<file path="src/rtl/pipe_seg_buf.sv">
// Pipeline segment buffer with valid/ready handshake between core stages.
// DEPTH=1 is a pass-through register; DEPTH>=2 is a registered-ready skid FIFO.
//
// Parameters:
//   WIDTH  payload bits per entry (>=1)
//   DEPTH  buffer entries (>=1)
// Ports:
//   clk        clock, all state changes on posedge
//   rst        synchronous active-high reset
//   flush      drop every buffered entry at the next edge
//   ready_go   head entry has finished this stage's work
//   in_valid   upstream entry valid
//   in_ready   entry accepted this cycle
//   in_data    upstream payload
//   out_valid  head entry valid and ready_go
//   out_ready  downstream accepts
//   out_data   head entry payload
//   stall_cnt  head-stall cycle counter (only with PIPE_SEG_STALL_CNT_EN)
// Optional feature macro: PIPE_SEG_STALL_CNT_EN

module pipe_seg_buf #(
  parameter int WIDTH = 32,
  parameter int DEPTH = 1
) (
  input  logic             clk,
  input  logic             rst,
  input  logic             flush,
  input  logic             ready_go,
  input  logic             in_valid,
  output logic             in_ready,
  input  logic [WIDTH-1:0] in_data,
  output logic             out_valid,
  input  logic             out_ready,
  output logic [WIDTH-1:0] out_data
`ifdef PIPE_SEG_STALL_CNT_EN
  ,
  output logic [31:0]      stall_cnt
`endif
);

  localparam int PW = (DEPTH > 1) ? $clog2(DEPTH) : 1;
  localparam int CW = $clog2(DEPTH + 1);

  localparam logic [CW-1:0] FULL = CW'(DEPTH);
  localparam logic [PW-1:0] LAST = PW'(DEPTH - 1);

  logic [CW-1:0]    count;
  logic [PW-1:0]    rd_ptr;
  logic [PW-1:0]    wr_ptr;
  logic [WIDTH-1:0] mem [DEPTH];

  logic has;
  logic push;
  logic pop;

  // Wrap explicitly so non-power-of-two depths work;
  // with DEPTH=1 LAST is 0 and the pointer never moves.
  function automatic logic [PW-1:0] inc(
    input logic [PW-1:0] p
  );
    return (p == LAST) ? '0 : p + PW'(1);
  endfunction

  assign has       = (count != '0);
  assign out_valid = has && ready_go;
  assign out_data  = mem[rd_ptr];

  generate
    if (DEPTH == 1) begin : g_reg
      // Single entry: can refill in the cycle it drains.
      assign in_ready = !has
                     || (ready_go && out_ready);
    end else begin : g_skid
      // Registered ready: breaks the ready chain,
      // so a full buffer refuses even on a pop.
      assign in_ready = (count != FULL);
    end
  endgenerate

  assign push = in_valid && in_ready;
  assign pop  = out_valid && out_ready;

  always_ff @(posedge clk) begin
    if (rst || flush) begin
      count  <= '0;
      rd_ptr <= '0;
      wr_ptr <= '0;
    end else begin
      unique case ({push, pop})
        2'b10: begin
          wr_ptr <= inc(wr_ptr);
          count  <= count + CW'(1);
        end
        2'b01: begin
          rd_ptr <= inc(rd_ptr);
          count  <= count - CW'(1);
        end
        2'b11: begin
          wr_ptr <= inc(wr_ptr);
          rd_ptr <= inc(rd_ptr);
        end
        default: begin
          count  <= count;
        end
      endcase
    end
  end

  // Storage is never reset; count alone
  // decides what is valid.
  always_ff @(posedge clk) begin
    if (push && !rst && !flush) begin
      mem[wr_ptr] <= in_data;
    end
  end

`ifdef PIPE_SEG_STALL_CNT_EN
  // Counts cycles a held entry did not leave;
  // survives flush, saturates at all-ones.
  always_ff @(posedge clk) begin
    if (rst) begin
      stall_cnt <= '0;
    end else if (has && !pop
                 && (stall_cnt != '1)) begin
      stall_cnt <= stall_cnt + 32'd1;
    end
  end
`endif

endmodule

</file>
<file path="config.mk">
export PLATFORM = sky130hd
export DESIGN_NAME = pipe_seg_buf
export DESIGN_NICKNAME = d
export VERILOG_FILES = /design/src/rtl/pipe_seg_buf.sv
export SDC_FILE = /design/constraint.sdc
export NUM_CORES = 1
export LEC_CHECK = 0
export BUFFER_PORTS_ARGS = -buffer_cell sky130_fd_sc_hd__buf_2
export CAP_MARGIN = 20
export CORE_AREA = 3 3 59 61
export DETAILED_ROUTE_END_ITERATION = 7
export DIE_AREA = 0 0 62 64
export GPL_TIMING_DRIVEN = 0
export PLACE_DENSITY_LB_ADDON = 0.2
export SYNTH_ARGS = -nofsm -noshare
export SYNTH_HDL_FRONTEND = slang
export SYNTH_SLANG_ARGS = --single-unit
export TNS_END_PERCENT = 10
</file>
<file path="constraint.sdc">
create_clock -name clk -period 2 [get_ports clk]
set_clock_uncertainty 0.2 [all_clocks]
set_input_delay 0.4 -clock clk [delete_from_list [all_inputs] [get_ports clk]]
set_output_delay 0.4 -clock clk [all_outputs]
set_load 0.005 [all_outputs]
</file>
==> impl_metrics.ini <==
[detailed_routing]
drt-initial-drc-count = 20
drt_first_pass_iters = 3
route.detailed.drc = 0
ant_nets = 0
wl_per_cell_um = 12.6
routed_wl_um = 2030
dr_total_vias = 650
viasPerCell = 4.04

[timing]
rsz0062_at_grt = false
slew_headroom = 0.723
timing.fmax_mhz = 605
maxSlewViolCount = 0
setup_violations = 0
setup_ws_ns = 0.346
final.period_utilization = 0.827
hold_viol_final = 0
fin_crit_ns = 1.65
tightest_slew_ns = 0.415

[critical_path]
crit_fanout = 17
startpoint_type = flop
slowest_delay_ns = 0.45
path_class = reg -> reg
cp-end-kind = flop
reg2reg_to = mem[0][30]
crit_path_start = count
crit_arrival_ns = 1.48
reg2reg_depth = 3
crit_required_ns = 1.83
cp_cell_sequence = a21bo_4 -> and3_2 -> buf_16
critPathSlowestCell = and3_2
r2r_start = count
r2r_setup_slack_ns = 0.35

[worst_hold_path]
min_from = in_data[3]
whs_path_depth = 1
hold_class = in -> reg
whs_endpoint = mem[0][3]

[final_layout]
num_antenna_cells = 0
num-nets-final = 156
syn2layout_area_growth_pct = 46.8
drive_above_1_share = 0.701
final_util = 0.499

[job]
drv_cap = 0

[synthesis]
ys_types = 8
synth-async-reset-ratio = 0
yosysWarnings = 0
synth_top_area_frac = 0.933
synth_ff_type = edfxtp_1
synthesis.nets = 77
seq_area_frac_synth = 0.953
synth.most_common_cell = edfxtp_1
synth_edf_count = 32
yosysTopAreaCell = edfxtp_1
postSynthAreaPerCell_um2 = 26.4
synth_area_um2 = 1030
syn_inst = 39
ys_ff_latch = 33
synth_area_leaders = edfxtp_1 93%, dfxtp_1 1.9%, a21bo_4 1.6%

[cts]
clk_path_buf_depth = 2
cts.sinks = 33
clk_latency_ns = 0.31
clkTransAtPathRegs_ns = 0.09
cts_setup_buffers = 0
cts_tree = yes
cts_buffers = 5
cts_max_level = 2
cts_root_buf = clkbuf_4

[global_routing]
grt_pass1_wl_um = 3160
antenna_found_initial = 0
grt_max_degree = 18
grt_pass1_vias = 666
grtUsageTotal = 0.112
grt_overflow_total = 0

[pwr]
seqPwrFrac = 0.669
total_leakage_power_nw = 0.644
share_comb_of_total_power = 0.065
p_sw_frac = 0.193
p_int_mw = 0.947
pwr-share-clk = 0.266
p_sw_mw = 0.226
power_density_nw_per_um2 = 776
vdd_drop_max_uv = 375

[die]
num_rows = 20
die_h_um = 64
die_width_um = 62
core_area_um2 = 3030
initial_core_util = 0.340
die-area_um2 = 3970
pin_count = 72

[status]
status = completed

[placement]
post-place-ws_ns = -0.106
portBuffers = 71
routabilityCongestion = 0.607
hpwl_um = 1570
[worst max-delay path by stage]
| stage | slack, ns | to | cells past startpoint |
|---|---|---|---|
| after global placement | -0.29 | mem[0][30] | 3 |
| after floorplan | 0.04 | mem[0][0] | 2 |
| after CTS | 0.05 | mem[0][18] | 3 |
| after detailed placement | -0.11 | mem[0][22] | 4 |
| final | 0.35 | mem[0][30] | 3 |
| after global routing | 0.26 | mem[0][28] | 3 |
[metrics by stage]
step / power (mW) / TNS [ns] / instance area [um2] / hold WS [ns] / instances
global route: 1.23 / 0 / 1510 / 0.0203 / 161
global placement: 0.869 / -9.14 / 1440 / 0.360 / 154
detailed placement: 0.879 / -1.79 / 1470 / 0.378 / 155
CTS: 1.20 / 0 / 1510 / 0.0346 / 161
finish: 1.17 / 0 / 1510 / 0.0564 / 161
floorplan: 0.817 / 0 / 1030 / 0.299 / 39
[cells in the final DEF (no fill, tap or decap)]
master / netlist / routed
clkinv_2: 0 / 1
and3_2: 0 / 1
a21boi_2: 1 / 1
dfxtp_1: 1 / 1
clkbuf_4: 0 / 5
a21bo_4: 1 / 1
buf_2: 0 / 71
edfxtp_1: 32 / 32
and2_2: 1 / 1
buf_16: 0 / 1
inv_1: 1 / 1
nor2_1: 1 / 1
[routing by layer]
layer / routed length, um / global-route usage
met1: 684 / 0.113
met2: 1100 / 0.192
met3: 246 / 0.0667
met4: 0 / 0.0239
met5: 0 / 0
[timing repair]
| item | in CTS | in global routing |
|---|---|---|
| setup endpoints to repair | 0 | 17 |
| resized for setup | 0 | 1 |
| hold buffers | 0 | 0 |
[state kept, by name, summed over array words and instances (netlist names)]
| register | count |
|---|---|
| count | 1 |
| mem | 32 |
[cell families after synthesis]
logic type | after synthesis | synth area share
AOI/OAI and AO/OA | 2 | 0.0267
buffers and inverters | 1 | 0.00364
DFF | 33 | 0.953
and+or+nand+nor | 3 | 0.0170
[power by group through the flow]
stage          logic, mW  registers (mW)  clock network [mW]
2_1_floorplan     0.0124           0.804                   0
3_3_place_gp      0.0686           0.801                   0
3_5_place_dp      0.0775           0.801                   0
4_1_cts           0.0778           0.785               0.332
5_1_grt           0.0855           0.787               0.362
6_report          0.0756           0.785               0.312
[final cells by class]
class | count | area, um2
inverters | 1 | 3.75
fillers | 289 | 1520
repair buffers | 72 | 383
clock inverters | 1 | 5.00
clock buffers | 5 | 37.5
multi-input cells | 5 | 46.3
flip-flops and latches | 33 | 981
well taps | 44 | 55.1
[critical path: cells and delay by family, from the launching register on]
| family | cells | cell delay [ns] |
|---|---|---|
| and+or+nand+nor | 1 | 0.45 |
| DFF | 1 | 0.33 |
| buffers and inverters | 1 | 0.21 |
| AOI/OAI and AO/OA | 1 | 0.19 |
(Power assumes the default switching activity.)
